===== config.mk =====
export PLATFORM = sky130hd
export DESIGN_NAME = vc_net_reorder_buffer
export DESIGN_NICKNAME = d
export VERILOG_FILES = /design/src/rtl/vc_net_reorder_buffer_pkg.sv /design/src/rtl/vc_net_reorder_slot_array.sv /design/src/rtl/vc_net_reorder_buffer.sv
export SDC_FILE = /design/constraint.sdc
export NUM_CORES = 1
export LEC_CHECK = 0
export BUFFER_PORTS_ARGS = -buffer_cell sky130_fd_sc_hd__buf_2
export CAP_MARGIN = 10
export CORE_MARGIN = 2
export CORE_UTILIZATION = 55
export DETAILED_ROUTE_END_ITERATION = 8
export GPL_TIMING_DRIVEN = 0
export PLACE_DENSITY = 0.77
export SETUP_SLACK_MARGIN = 0.3
export SLEW_MARGIN = 20
export SYNTH_ARGS = -nofsm -noshare
export SYNTH_HDL_FRONTEND = slang
export SYNTH_HIERARCHICAL = 1
export SYNTH_SLANG_ARGS = --single-unit

===== constraint.sdc =====
create_clock -name clk -period 6.8 [get_ports clk]
set_input_delay 0.68 -clock clk [delete_from_list [all_inputs] [get_ports clk]]
set_output_delay 0.68 -clock clk [all_outputs]
set_load 0.1 [all_outputs]

===== src/rtl/vc_net_reorder_buffer_pkg.sv =====
// Shared constants and message-width helper for the network reorder buffer.
// Layout matches the test network message: {dest, src, opaque, payload}, dest in the MSBs.
package vc_net_reorder_buffer_pkg;

  localparam int unsigned DEF_PAYLOAD_NBITS = 8;
  localparam int unsigned DEF_OPAQUE_NBITS  = 8;
  localparam int unsigned DEF_SRCDEST_NBITS = 2;
  localparam int unsigned DEF_NUM_ENTRIES   = 8;

  function automatic int unsigned vc_net_msg_nbits(input int unsigned p,
                                                   input int unsigned o,
                                                   input int unsigned s);
    return p + o + 2 * s;
  endfunction

endpackage


===== src/rtl/vc_net_reorder_slot_array.sv =====
// n-entry message storage with one write port, one read port and a valid vector
// (set on write, cleared on read-release).
module vc_net_reorder_slot_array #(
  parameter int unsigned p_msg_nbits   = 20,
  parameter int unsigned p_num_entries = 8
) (
  input  logic                             clk,
  input  logic                             reset,
  input  logic                             wr_en,
  input  logic [$clog2(p_num_entries)-1:0] wr_idx,
  input  logic [p_msg_nbits-1:0]           wr_data,
  input  logic                             rd_clr,
  input  logic [$clog2(p_num_entries)-1:0] rd_idx,
  output logic [p_msg_nbits-1:0]           rd_data,
  output logic [p_num_entries-1:0]         valid
);

  logic [p_msg_nbits-1:0] mem [p_num_entries];

  // Payload storage needs no reset; valid bits gate every use of it.
  always_ff @(posedge clk) begin
    if (wr_en) mem[wr_idx] <= wr_data;
  end

  always_ff @(posedge clk) begin
    if (reset) begin
      valid <= '0;
    end else begin
      if (wr_en)  valid[wr_idx] <= 1'b1;
      if (rd_clr) valid[rd_idx] <= 1'b0;
    end
  end

  assign rd_data = mem[rd_idx];

endmodule


===== src/rtl/vc_net_reorder_buffer.sv =====
// Restores ascending opaque (sequence number) order on a test-network output port.
// Optional window checking/drop counting is enabled by defining VC_NET_REORDER_CHECK_EN.
module vc_net_reorder_buffer
  import vc_net_reorder_buffer_pkg::*;
#(
  parameter int unsigned p_payload_nbits = DEF_PAYLOAD_NBITS,
  parameter int unsigned p_opaque_nbits  = DEF_OPAQUE_NBITS,
  parameter int unsigned p_srcdest_nbits = DEF_SRCDEST_NBITS,
  parameter int unsigned p_num_entries   = DEF_NUM_ENTRIES
) (
  input  logic                                   clk,
  input  logic                                   reset,
  input  logic                                   in_val,
  output logic                                   in_rdy,
  input  logic [vc_net_msg_nbits(p_payload_nbits, p_opaque_nbits, p_srcdest_nbits)-1:0] in_msg,
  output logic                                   out_val,
  input  logic                                   out_rdy,
  output logic [vc_net_msg_nbits(p_payload_nbits, p_opaque_nbits, p_srcdest_nbits)-1:0] out_msg,
  output logic [$clog2(p_num_entries):0]         occupancy,
  output logic [15:0]                            err_count
);

  localparam int unsigned MSG_NBITS = vc_net_msg_nbits(p_payload_nbits, p_opaque_nbits,
                                                       p_srcdest_nbits);
  localparam int unsigned IDX_NBITS = $clog2(p_num_entries);
  localparam int unsigned OCC_NBITS = IDX_NBITS + 1;
  localparam int unsigned OPQ_LSB   = p_payload_nbits;

  logic [p_opaque_nbits-1:0] head;
  logic [IDX_NBITS-1:0]      in_idx;
  logic [IDX_NBITS-1:0]      head_idx;
  logic [p_num_entries-1:0]  valid;
  logic [MSG_NBITS-1:0]      rd_data;
  logic [OCC_NBITS-1:0]      occ_q;
  logic                      wr_en;
  logic                      rel;

  assign in_idx   = in_msg[OPQ_LSB +: IDX_NBITS];
  assign head_idx = head[IDX_NBITS-1:0];

`ifdef VC_NET_REORDER_CHECK_EN
  localparam logic [p_opaque_nbits:0] WIN_LIMIT = (p_opaque_nbits + 1)'(p_num_entries);

  logic [p_opaque_nbits-1:0] delta;
  logic                      in_window;
  logic [15:0]               err_q;

  // Modular distance from the next expected sequence number.
  assign delta     = in_msg[OPQ_LSB +: p_opaque_nbits] - head;
  assign in_window = ({1'b0, delta} < WIN_LIMIT);
  assign in_rdy    = ~valid[in_idx] | ~in_window;
  assign wr_en     = in_val & in_rdy & in_window;

  // Out-of-window messages are consumed and counted, never stored.
  always_ff @(posedge clk) begin
    if (reset) begin
      err_q <= '0;
    end else if (in_val && in_rdy && !in_window && (err_q != 16'hFFFF)) begin
      err_q <= err_q + 16'd1;
    end
  end

  assign err_count = err_q;
`else
  assign in_rdy    = ~valid[in_idx];
  assign wr_en     = in_val & in_rdy;
  assign err_count = '0;
`endif

  assign out_val = valid[head_idx];
  assign out_msg = rd_data;
  assign rel     = out_val & out_rdy;

  vc_net_reorder_slot_array #(
    .p_msg_nbits   (MSG_NBITS),
    .p_num_entries (p_num_entries)
  ) u_slots (
    .clk     (clk),
    .reset   (reset),
    .wr_en   (wr_en),
    .wr_idx  (in_idx),
    .wr_data (in_msg),
    .rd_clr  (rel),
    .rd_idx  (head_idx),
    .rd_data (rd_data),
    .valid   (valid)
  );

  always_ff @(posedge clk) begin
    if (reset) begin
      head <= '0;
    end else if (rel) begin
      head <= head + p_opaque_nbits'(1);
    end
  end

  // Accept and release in the same cycle leave the count unchanged.
  always_ff @(posedge clk) begin
    if (reset) begin
      occ_q <= '0;
    end else begin
      case ({wr_en, rel})
        2'b10:   occ_q <= occ_q + OCC_NBITS'(1);
        2'b01:   occ_q <= occ_q - OCC_NBITS'(1);
        default: occ_q <= occ_q;
      endcase
    end
  end

  assign occupancy = occ_q;

endmodule


# Word level (Yosys, flattened, before mapping)
# Memory sizes are Yosys's and may differ from the RTL's. A register that Yosys moved wholly into a read port is not among the register bits.
# Index checks and enable logic that the tools add are counted.
[word_totals]
regBits = 20
latch_bits = 0
ram_bits = 160
rom_bits = 0
input_bits = 24
out_inout_bits = 42
wordCells = 38
mem_count = 1
[mem_list]
columns = ["name", "depth", "width", "read_ports", "rd_ports_with_merged_regs", "wr", "line_no", "text"]
rows = [
  ["u_slots.mem", 8, 20, 1, 1, 1, "vc_net_reorder_slot_array.sv:18", "logic [p_msg_nbits-1:0] mem [p_num_entries];"],
]
[classes]
add_sub_neg = 3
n_mul = 0
div = 0
n_lt_le_gt_ge = 4
n_eq_ne = 2
shifts = 0
n_mux = 16
bitwise = 6
reduce_logical = 3
[op_table]
columns = ["op", "n"]
rows = [
  ["$mux W8", 3],
  ["$add A8 B1 Y8 const B", 1],
  ["$and A8 B8 Y8", 1],
  ["$lt A3 B4 Y1 const B", 2],
  ["$not A8 Y8", 1],
  ["$or A8 B8 Y8", 1],
  ["$pmux W4 S2", 1],
  ["$bmux W1 S3", 2],
  ["$demux W1 S3", 2],
  ["$ge A3 B1 Y1 const B", 2],
  ["$mux W1", 6],
  ["$mux W3", 2],
  ["$add A4 B1 Y4 const B", 1],
  ["$sub A4 B1 Y4 const B", 1],
  ["$and A1 B1 Y1", 2],
  ["$eq A2 B1 Y1 const B", 1],
  ["$eq A2 B2 Y1 const B", 1],
  ["$logic_and A1 B1 Y1", 2],
  ["$reduce_bool A2 Y1", 1],
  ["$not A1 Y1", 1],
]

# Depth between registers and ports, before layout
[depth]
word_depth = 9
mapped_depth = 11
depth_no_buf = 10

# Modules after synthesis
# The synthesis kept the hierarchy.
[modules_own_cells]
columns = ["module", "instances", "cells_per_inst", "area_per_inst_um2", "seq_area_each_um2"]
rows = [
  ["vc_net_reorder_slot_array", 1, 280, 6546.3, 4964.8],
  ["vc_net_reorder_buffer", 1, 82, 723.2, 140.1],
]

# Worst setup path before layout
# OpenSTA, ideal clock, no wires.
[synth_path]
kind = "input-to-reg"
start = "input port in_msg[8]"
end = "memory u_slots.mem[7][0] (enable)"
setup_ns = 0.397
arrival_time_ns = 4.148
required_ns = 6.403
slack_ns = 2.255
stages = 6
path_buffers = 0
path_cell_list = "mux4_2 -> mux2i_1 -> nand2_1 -> inv_1 -> nand2_1 -> nor2_1"
[synth_via]
elab_chain_cells = 6
[synth_rtl]
columns = ["item", "line_no", "text"]
rows = [
  ["from (decl)", "vc_net_reorder_buffer.sv:15", "input logic [vc_net_msg_nbits(p_payload_nbits, p_opaque_nbits, p_srcdest_nbits)-1:0] in_msg,"],
  ["$bmux W1 S3", "vc_net_reorder_buffer.sv:65", "assign in_rdy = ~valid[in_idx];"],
  ["$mux W1 (implied by the code)", "vc_net_reorder_buffer.sv:65", ""],
  ["$not A1 Y1", "vc_net_reorder_buffer.sv:65", ""],
  ["via in_rdy", "vc_net_reorder_buffer.sv:14", "output logic in_rdy,"],
  ["$and A1 B1 Y1", "vc_net_reorder_buffer.sv:66", "assign wr_en = in_val & in_rdy;"],
  ["via wr_en", "vc_net_reorder_buffer.sv:35", "logic wr_en;"],
  ["$mux W1", "vc_net_reorder_slot_array.sv:22", "if (wr_en) mem[wr_idx] <= wr_data;"],
  ["$mux W1 (implied by the code)", "vc_net_reorder_slot_array.sv:22", ""],
  ["to (decl)", "vc_net_reorder_slot_array.sv:18", ""],
]
# The timed path passes the listed nets, and every way through them passes these cells. The select of a mux whose other input is x is not followed.

==> metrics.md <==
| Metric | Value |
|---|---|
| Setup TNS | `0 ns` |
| Fin util | `64.1%` |
| Per-cell routed wire length | `20.9 um` |
| Worst min path class | `flip-flop to flip-flop` |
| Placer congestion estimate | `0.746` |
| I/O Pins | `66` |
| Clock transition at the registers of the reported paths | `0.06 ns` |
| Kind of start point of the critical path | `flip-flop` |
| Setup repair bufs after CTS | `0` |
| Fill cells | `919` |
| RSZ-0062 raised after global routing | `false` |
| Resize count post-CTS | `0` |
| Leak Pwr | `2.93 nW` |
| Hold buffer count at cts | `0` |
| Synth Warn # | `6` |
| Largest net degree at the start of global routing | `21` |
| Clk_lat worst skew | `0.43 ns` |
| Fmax | `0.293 GHz` |
| Cell taking the most area after synthesis | `edfxtp_1` |
| CTS buffer count | `17` |
| Synth Instances | `362` |
| CTS root buffer | `clkbuf_16` |
| Initial Utilization | `55.6%` |
| Syn_area_per_cell | `20.1 um^2` |
| Core Area | `13100 um^2` |
| Status | `completed` |
| Final setup viols | `0` |
| Fin nets | `474` |
| Register area share after synthesis | `70.2%` |
| CTS tree | `built` |
| Crit path max fanout | `10` |
| CTS H-tree lvls | `4` |
| Hold wc startpoint | `u_slots/valid[4]$_SDFF_PP0_` |
| PD cells | `276 nW/um^2` |
| Post-synth EDFFs | `160` |
| First drt pass iteration count | `5` |
| Clock buffer depth | `2` |
| Die Area | `14200 um^2` |
| Worst-margin pin slew | `1.15 ns` |
| MaxCap Viol Count | `0` |
| Synth Area in Simple Gates | `3.01%` |
| Tcrit/Tclk final | `50.1%` |
| Fin crit period | `3.41 ns` |
| Worst Setup SP | `head[1]$_SDFFE_PP0P_` |
| Largest family of logic cells by synthesized area | `multiplexers` |
| Setup Crit Path Kind | `flip-flop to output port` |
| Post-synthesis cell type count | `38` |
| Synth Area in XOR/XNOR | `0.241%` |
| Hold path cells | `2` |
| Mux cell area share after synthesis | `19.1%` |
| Commonest non-fill, non-tap cell in the layout | `edfxtp_1` |
| Vias/cell | `5.59` |
| Slack of the critical path | `3.39 ns` |
| Worst clock skew | `0.0106 ns` |
| Synth Flop Type | `edfxtp_1` |
| Worst r2r src | `u_slots/valid[0]$_SDFF_PP0_` |
| FP Rows | `42` |
| Hold endpoint | `u_slots/valid[4]$_SDFF_PP0_` |
| Commonest non-fill, non-tap cells in the layout | `160 x edfxtp_1, 49 x buf_2, 32 x mux4_1` |
| DP HPWL | `7870 um` |
| Number of global-route vias before repair | `3635` |
| Cell Area, Synth | `7270 um^2` |
| Die height | `119 um` |
| Final hold vios | `0` |
| IO Port Bufs | `48` |
| Compound-gate portion of the synthesized area | `2.31%` |
| Seq cells post-synth | `175` |
| Worst EP arrival | `2.73 ns` |
| Critical Path End Type | `output port` |
| Initial antenna violation count | `0` |
| Via count | `3549` |
| Reg2reg end | `u_slots/mem[0][14]$_DFFE_PP_` |
| Post-synth top area share | `66.1%` |
| CTS Sinks | `175` |
| Max_slew headroom | `23.4%` |
| Total power | `2.32 mW` |
| P&R area growth vs syn | `15.4%` |
| # DRC | `0` |
| Synth area leaders | `edfxtp_1 66%, mux4_1 12%, dfxtp_1 4.1%, mux2_2 3.4%, mux4_2 3.1%` |
| First-pass GRT wire length | `20100 um` |
| Initial DRC Count | `236` |
| R2r setup slk | `3.79 ns` |
| GRT Overall Usage | `19.9%` |
| Max-slew violations | `0` |
| DRT antenna net count | `0` |
| R2R cell count | `6` |
| Die Wd | `119 um` |
| Peak supply drop | `163 uV` |
| Share of flip-flops with an asynchronous set or reset | `0%` |
| Adder-Cell Fraction of Synth Area | `0.964%` |
| Dpl ws | `3.03 ns` |
| Total wire length | `13300 um` |
| Grt total ovfl | `0` |
| CP required | `6.12 ns` |
| Layout cells sized above 1 | `30.8%` |
## report_power, final
| part | leakage [nW] | switching [mW] | internal (mW) | total [mW] |
|---|---|---|---|---|
| combinational | 1.08 | 0.138 | 0.0429 | 0.181 |
| sequential | 1.57 | 0.00747 | 1.20 | 1.21 |
| clock | 0.276 | 0.392 | 0.538 | 0.929 |
## how the worst max path moves through the flow
stage | cells after the start | slack, ns | to
floorplan | 6 | 2.25 | u_slots/mem[7][0]$_DFFE_PP_
global placement | 7 | 2.48 | u_slots/mem[7][1]$_DFFE_PP_
detailed placement | 7 | 3.03 | u_slots/mem[0][1]$_DFFE_PP_
CTS | 5 | 3.36 | out_msg[19]
global route | 5 | 3.27 | out_msg[19]
finish | 5 | 3.39 | out_msg[19]
## synthesized netlist by cell type (all sizes together), types with 2 or more instances
library cell and instances:
mux2i 3, and2 2, or2b 2, ha 4, nand4b 3, clkbuf 6, a21oi 5, xor2 2
nor2b 4, mux2 25, mux4 42, edfxtp 160, dfxtp 15, a221oi 7, inv 19, nand2 5
buf 26, nor2 13, o21ai 3, nand4bb 3
## sequential cells by signal (all words and copies together), names as in the netlist
signal         flops
head               3
occupancy          4
u_slots/mem      160
u_slots/valid      8
## final cells by class
| class | count | area [um^2] | area share [%] |
|---|---|---|---|
| multi-input cells | 151 | 1930 | 23.0 |
| clock inverters | 15 | 145 | 1.73 |
| inverters | 19 | 71.3 | 0.850 |
| flip-flops and latches | 175 | 5100 | 60.9 |
| clock buffers | 17 | 425 | 5.07 |
| well taps | 176 | 220 | 2.63 |
| repair buffers | 49 | 260 | 3.10 |
| diodes | 1 | 2.50 | 0.0298 |
| plain buffers | 32 | 226 | 2.70 |
## metal layers
metal	part of all wire (%)	up-vias	GRT usage (%)
li1	-	1617	-
met1	40	1803	24.0
met2	53	116	35.2
met3	5.5	13	4.69
met4	1.1	0	7.14
met5	0	-	0
## critical path: stages (launching register included)
cell,delay (ns)
dfxtp_1,0.43
buf_2,0.28
clkbuf_1,0.56
mux4_2,0.42
mux2_2,0.30
buf_2,0.30
## per-stage QoR
step	cells	hold WS, ns	instance area [um^2]
finish	635	0.497	8390
CTS	634	0.498	8380
global route	634	0.515	8380
floorplan	377	0.456	7330
global placement	601	0.471	7790
detailed placement	602	0.487	7810
## logic make-up (layout without fill, tap and decap cells)
logic type      Yosys count  in the layout
flops                   175            175
mux                      70             70
buf+inv                  51            132
simple gates             37             37
compound gates           21             21
fa+ha+maj                 5              5
xor+xnor                  2              2
other cells               1             17
(Power assumes the default switching activity.)
